File: config.mk
export PLATFORM = sky130hd
export DESIGN_NAME = control_fsm_flat
export DESIGN_NICKNAME = d
export VERILOG_FILES = /design/src/rtl/ctrl_pkg.sv /design/src/rtl/rv32i_opcodes.sv /design/src/rtl/control_fsm_if.sv /design/src/rtl/perf_counter.sv /design/src/rtl/control_fsm.sv /design/src/flat_wrapper.sv
export SDC_FILE = /design/constraint.sdc
export NUM_CORES = 1
export LEC_CHECK = 0
export ABC_AREA = 1
export CORE_MARGIN = 1
export CORE_UTILIZATION = 40
export CTS_CLUSTER_DIAMETER = 50
export DETAILED_ROUTE_END_ITERATION = 10
export PLACE_DENSITY = 0.68
export SKIP_CTS_REPAIR_TIMING = 1
export SYNTH_ARGS = -nofsm -noshare
export SYNTH_HDL_FRONTEND = slang
export SYNTH_SLANG_ARGS = --single-unit
File: constraint.sdc
create_clock -name clk -period 1.9 [get_ports clk]
set_input_delay 0.38 -clock clk [delete_from_list [all_inputs] [get_ports clk]]
set_output_delay 0.38 -clock clk [all_outputs]
set_load 0.05 [all_outputs]
File: src/rtl/ctrl_pkg.sv
// ctrl_pkg: controller state encoding and wait-counter sizing.
package ctrl_pkg;
    typedef enum logic [2:0] {
        S_IDLE, S_FETCH, S_LATCH, S_DECODE, S_EXEC, S_WB, S_HALT, S_TRAP
    } ctrl_state_t;
    localparam int MEM_LATENCY_MAX = 15;
    localparam int WAIT_W = $clog2(MEM_LATENCY_MAX + 1);
endpackage

File: src/rtl/rv32i_opcodes.sv
// rv32i_opcodes: base RV32I major opcodes (bits [6:0] of the instruction word).
package rv32i_opcodes;
    typedef enum logic [6:0] {
        LOAD     = 7'b0000011,
        OP_IMM   = 7'b0010011,
        AUIPC    = 7'b0010111,
        STORE    = 7'b0100011,
        OP       = 7'b0110011,
        LUI      = 7'b0110111,
        BRANCH   = 7'b1100011,
        JALR     = 7'b1100111,
        JAL      = 7'b1101111,
        SYSTEM   = 7'b1110011
    } rv32i_opcode_t;
endpackage

File: src/rtl/control_fsm_if.sv
// control_fsm_if: run/opcode into the controller, control strobes out to the datapath.
interface control_fsm_if;
    logic       run;
    logic [6:0] opcode;
    logic       ir_wren;
    logic       pc_inc;
    logic       regfile_wren;
    logic       alu_src_imm;
    modport master (input run, opcode, output ir_wren, pc_inc, regfile_wren, alu_src_imm);
    modport slave  (output run, opcode, input ir_wren, pc_inc, regfile_wren, alu_src_imm);
endinterface

File: src/rtl/perf_counter.sv
// perf_counter: free-running wrap-around event counter.
module perf_counter #(
    parameter int WIDTH = 32
) (
    input  logic             clk,
    input  logic             rst,
    input  logic             clear,
    input  logic             inc,
    output logic [WIDTH-1:0] count
);
    always_ff @(posedge clk or negedge rst)
        if (!rst) count <= '0;
        else if (clear || inc) count <= clear ? '0 : count + 1'b1;
endmodule

File: src/rtl/control_fsm.sv
// control_fsm: multicycle RV32I controller sequencing fetch/decode/execute/writeback
// with memory wait states, halt/trap terminal states and performance counters.
module control_fsm
    import ctrl_pkg::*;
    import rv32i_opcodes::*;
#(
    parameter int MEM_LATENCY = 1,
    parameter int CNT_WIDTH   = 32
) (
    input  logic                 clk,
    input  logic                 rst,
    control_fsm_if.master        bus,
    output logic                 halted,
    output logic                 illegal_instr,
    output ctrl_state_t          state,
    output logic [CNT_WIDTH-1:0] cycle_count,
    output logic [CNT_WIDTH-1:0] instret
);
    localparam logic [WAIT_W-1:0] WAIT_INIT = WAIT_W'(MEM_LATENCY - 1);
    ctrl_state_t       state_nxt;
    logic [WAIT_W-1:0] wait_cnt, wait_nxt;
    logic              alu_imm_q;
    logic              active, retire;
    always_ff @(posedge clk or negedge rst)
        if (!rst) begin
            state     <= S_IDLE;
            wait_cnt  <= '0;
            alu_imm_q <= 1'b0;
        end else begin
            state    <= state_nxt;
            wait_cnt <= wait_nxt;
            if (state == S_DECODE) alu_imm_q <= bus.opcode == OP_IMM;
        end
    always_comb begin
        state_nxt = state;
        wait_nxt  = wait_cnt;
        case (state)
            S_IDLE: if (bus.run) begin
                state_nxt = S_FETCH;
                wait_nxt  = WAIT_INIT;
            end
            S_FETCH: if (wait_cnt != '0) wait_nxt = wait_cnt - 1'b1;
                     else state_nxt = S_LATCH;
            S_LATCH:  state_nxt = S_DECODE;
            S_DECODE: state_nxt = (bus.opcode == OP || bus.opcode == OP_IMM) ? S_EXEC :
                                  (bus.opcode == SYSTEM) ? S_HALT : S_TRAP;
            S_EXEC:   state_nxt = S_WB;
            S_WB: begin
                state_nxt = bus.run ? S_FETCH : S_IDLE;
                wait_nxt  = bus.run ? WAIT_INIT : wait_cnt;
            end
            default: state_nxt = state;
        endcase
    end
    // Moore strobes: decoded from the state register only
    assign bus.ir_wren      = state == S_LATCH;
    assign bus.pc_inc       = state == S_LATCH;
    assign bus.regfile_wren = state == S_WB;
    assign bus.alu_src_imm  = alu_imm_q;
    assign halted           = state == S_HALT;
    assign illegal_instr    = state == S_TRAP;
    assign active = state inside {S_FETCH, S_LATCH, S_DECODE, S_EXEC, S_WB};
    assign retire = state == S_WB || (state == S_DECODE && bus.opcode == SYSTEM);
    perf_counter #(.WIDTH(CNT_WIDTH)) u_cycles (
        .clk(clk), .rst(rst), .clear(1'b0), .inc(active), .count(cycle_count)
    );
    perf_counter #(.WIDTH(CNT_WIDTH)) u_instret (
        .clk(clk), .rst(rst), .clear(1'b0), .inc(retire), .count(instret)
    );
endmodule

File: src/flat_wrapper.sv
// flat-port wrapper written by rule: the top's interface ports become plain ports
module control_fsm_flat import ctrl_pkg::*; import rv32i_opcodes::*;
#(
    parameter int MEM_LATENCY = 1,
    parameter int CNT_WIDTH   = 32
)
  (clk, rst, halted, illegal_instr, state, cycle_count, instret, bus_run, bus_opcode, bus_ir_wren, bus_pc_inc, bus_regfile_wren, bus_alu_src_imm);
  control_fsm_if bus_i ();
  input  logic clk;
  input  logic rst;
  output logic halted;
  output logic illegal_instr;
  output ctrl_state_t state;
  output logic [CNT_WIDTH-1:0] cycle_count;
  output logic [CNT_WIDTH-1:0] instret;
  input wire logic [$bits(bus_i.run)-1:0] bus_run;
  input wire logic [$bits(bus_i.opcode)-1:0] bus_opcode;
  output wire logic [$bits(bus_i.ir_wren)-1:0] bus_ir_wren;
  output wire logic [$bits(bus_i.pc_inc)-1:0] bus_pc_inc;
  output wire logic [$bits(bus_i.regfile_wren)-1:0] bus_regfile_wren;
  output wire logic [$bits(bus_i.alu_src_imm)-1:0] bus_alu_src_imm;
  assign bus_i.run = bus_run;
  assign bus_i.opcode = bus_opcode;
  assign bus_ir_wren = bus_i.ir_wren;
  assign bus_pc_inc = bus_i.pc_inc;
  assign bus_regfile_wren = bus_i.regfile_wren;
  assign bus_alu_src_imm = bus_i.alu_src_imm;
  control_fsm #(.MEM_LATENCY(MEM_LATENCY), .CNT_WIDTH(CNT_WIDTH)) u_core (.clk(clk), .rst(rst), .bus(bus_i), .halted(halted), .illegal_instr(illegal_instr), .state(state), .cycle_count(cycle_count), .instret(instret));
endmodule
==> flow_metrics.py <==
metrics = {
    "clock_tree": {
        "clock_sinks": 72,
        "clockBufferDepth": 2,
        "clk_latency_ns": 0.35,
        "cts_tree": "done",
        "cts.clk_slew.worst_paths_ns": 0.08,
        "cts_root_buf": "clkbuf_8",
        "htreeDepth": 3,
        "cts_buffers": 9,
    },
    "grt": {
        "antenna_found_initial": 0,
        "grt_max_degree": 28,
        "grt_pass1_vias": 3836,
        "grt_pass1_wl_um": 18000,
        "grt_util_all_layers": 0.200,
        "grt_remaining_overflow": 0,
    },
    "detailed_routing": {
        "drt_iter0_drc": 104,
        "drc": 0,
        "routed_wl_um": 10700,
        "num_vias": 4078,
        "wire_per_inst_um": 12.5,
        "ant_nets": 0,
        "drt-vias-per-instance": 4.76,
        "first_pass_iters": 4,
    },
    "sta": {
        "period_needed_ns": 1.77,
        "timing.slew.headroom": 0.648,
        "rsz0062_at_grt": "false",
        "drv_slew": 0,
        "setup_viol": 0,
        "post-route-period-util": 0.933,
        "fmax_mhz": 564,
        "worst_slew_pin_slew_ns": 0.527,
        "finalHoldViolCount": 0,
        "clock_skew_ns": 0.0106,
    },
    "logic_synthesis": {
        "yosysMostFrequentCell": "nand2_1",
        "yosysTopAreaCellShare": 0.417,
        "ys_types": 28,
        "synth_top_area_cell": "dfrtp_1",
        "synth_edf_count": 0,
        "async_reset_ff_frac": 1.00,
        "synthCells": 618,
        "synth_warnings": 0,
        "syn_area_mm2": 0.00432,
        "synth_area_per_cell_um2": 6.99,
        "synth_seq_cells": 72,
        "synth_common_cells": "nand2_1 (243), nor2_1 (89), dfrtp_1 (72), inv_1 (70), nand3_1 (39)",
        "synthTopCellsByArea": "dfrtp_1 (42%), nand2_1 (21%), nor2_1 (7.7%), inv_1 (6.1%), nand3_1 (4.5%)",
        "syn_nets": 631,
        "synthFlopType": "dfrtp_1",
        "synth-seq-area-share": 0.417,
    },
    "floorplanning": {
        "dieArea_mm2": 0.0112,
        "start_util": 0.415,
        "die_h_um": 106,
        "io_pins": 83,
        "core-area_mm2": 0.0104,
        "rows": 37,
        "chipWidth_um": 106,
    },
    "layout": {
        "fin_nets": 729,
        "finish.utilization": 0.524,
        "instances_no_fill": 857,
        "area_growth_syn_to_layout_pct": 26.3,
        "antenna_cells": 0,
        "drive_above_1_share": 0.178,
        "multi_input_area_mm2": 0.00220,
        "fillCellCount": 1019,
        "seq_area_mm2": 0.00180,
    },
    "run_status": {
        "status": "finished clean",
    },
    "worst_setup_path": {
        "start_kind": "flip-flop",
        "critical_path_arrival_ns": 1.39,
        "criticalPathCategory": "flip-flop to output port",
        "critPathCaptureType": "output port",
        "critical_path.max_fanout": 6,
        "cp.required_ns": 1.52,
    },
    "flow_run": {
        "drv_cap": 0,
    },
    "power_and_ir_drop": {
        "power_density_mw_per_mm2": 499,
        "ir_worst_vdd_v": 0.000378,
        "p_leak_uw": 0.00260,
    },
    "placed_design": {
        "gp_congestion": 0.887,
        "dp.cells": 839,
        "place_hpwl_um": 8330,
        "io_buffers": 82,
    },
    "min_path": {
        "hold_class": "input port to async pin",
    },
}
report_power, final:
part           switching, uW  internal, uW  total, uW  leakage [uW]
Combinational           37.4          27.6       65.0       0.00158
Clock                    612           512       1120     0.0000887
Sequential                 0          1530       1530      0.000938
critical path, stage by stage (launching register included):
cell,delay (ns)
dfrtp_1,0.46
inv_1,0.14
nand3_1,0.16
inv_1,0.14
buf_12,0.14
cell usage in the layout, fill, tap and decap left out, types with 10 or more instances in the layout:
cell      count
nor2_1       88
nand2_1     243
nand3_1      39
xnor2_1      19
nor2_2       11
inv_1        69
xor2_1       17
clkbuf_8     10
dfrtp_1      71
buf_4        76
per-stage QoR:
stage                     hold WS (ns)  instance area, um^2  setup WS, ns  TNS (ns)  power, uW
after floorplan                 0.0844                 4330        -0.169    -0.420       1570
after global placement           0.313                 5250       -0.0722    -0.924       1630
after detailed placement         0.315                 5250        -0.159     -2.43       1630
after CTS                      -0.0625                 5430       -0.0358   -0.0710       2750
after global routing             0.485                 5450        0.0169         0       2840
final                            0.472                 5450         0.127         0       2720
final timing paths:
| kind | start | end | slack, ns | depth (start not counted) |
|---|---|---|---|---|
| max | u_core.state[1]$_DFFE_PN0P_ | bus_regfile_wren | 0.13 | 4 |
| min | rst | u_core.u_instret.count[7]$_DFFE_PN0P_ | 0.47 | 2 |
| max reg2reg | u_core.state[0]$_DFFE_PN0P_ | u_core.u_instret.count[26]$_DFFE_PN0P_ | 0.19 | 8 |
| min reg2reg | u_core.wait_cnt[0]$_DFFE_PN0P_ | u_core.wait_cnt[0]$_DFFE_PN0P_ | 0.48 | 1 |
| max in group asynchronous | rst | u_core.u_cycles.count[4]$_DFFE_PN0P_ | 0.73 | 4 |
| min in group clk | u_core.wait_cnt[0]$_DFFE_PN0P_ | u_core.wait_cnt[0]$_DFFE_PN0P_ | 0.48 | 1 |
state kept, by name (all words and copies together) (netlist names):
signal                  flops
u_core.wait_cnt             4
u_core.u_instret.count     32
u_core.state                3
u_core.bus.alu_src_imm      1
u_core.u_cycles.count      32
per-layer routing:
metal  wire [um]  vias to the layer above  part of all wire  track usage
li1            -                     2097                 -            -
met1        4870                     1882              0.46        0.258
met2        5220                       84              0.49        0.339
met3         435                       15             0.041       0.0448
met4         161                        0             0.015       0.0516
met5           0                        -                 0            0
cells by family after synthesis:
| family | after synthesis | share of synthesized area |
|---|---|---|
| AND/OR/NAND/NOR | 411 | 0.400 |
| buffers and inverters | 78 | 0.0776 |
| flip-flops | 72 | 0.417 |
| XOR/XNOR | 36 | 0.0730 |
| AO/OA/AOI/OAI | 18 | 0.0235 |
| adder cells (fa/ha/maj) | 3 | 0.00869 |
final cells by class:
type,instances,share of cell area
multi-input combinational,468,0.403
sequential,72,0.331
timing repair buffer,95,0.154
inverter,70,0.0489
tap,136,0.0312
clock buffer,10,0.0252
clock inverter,6,0.00780
(Power assumes the default switching activity.)
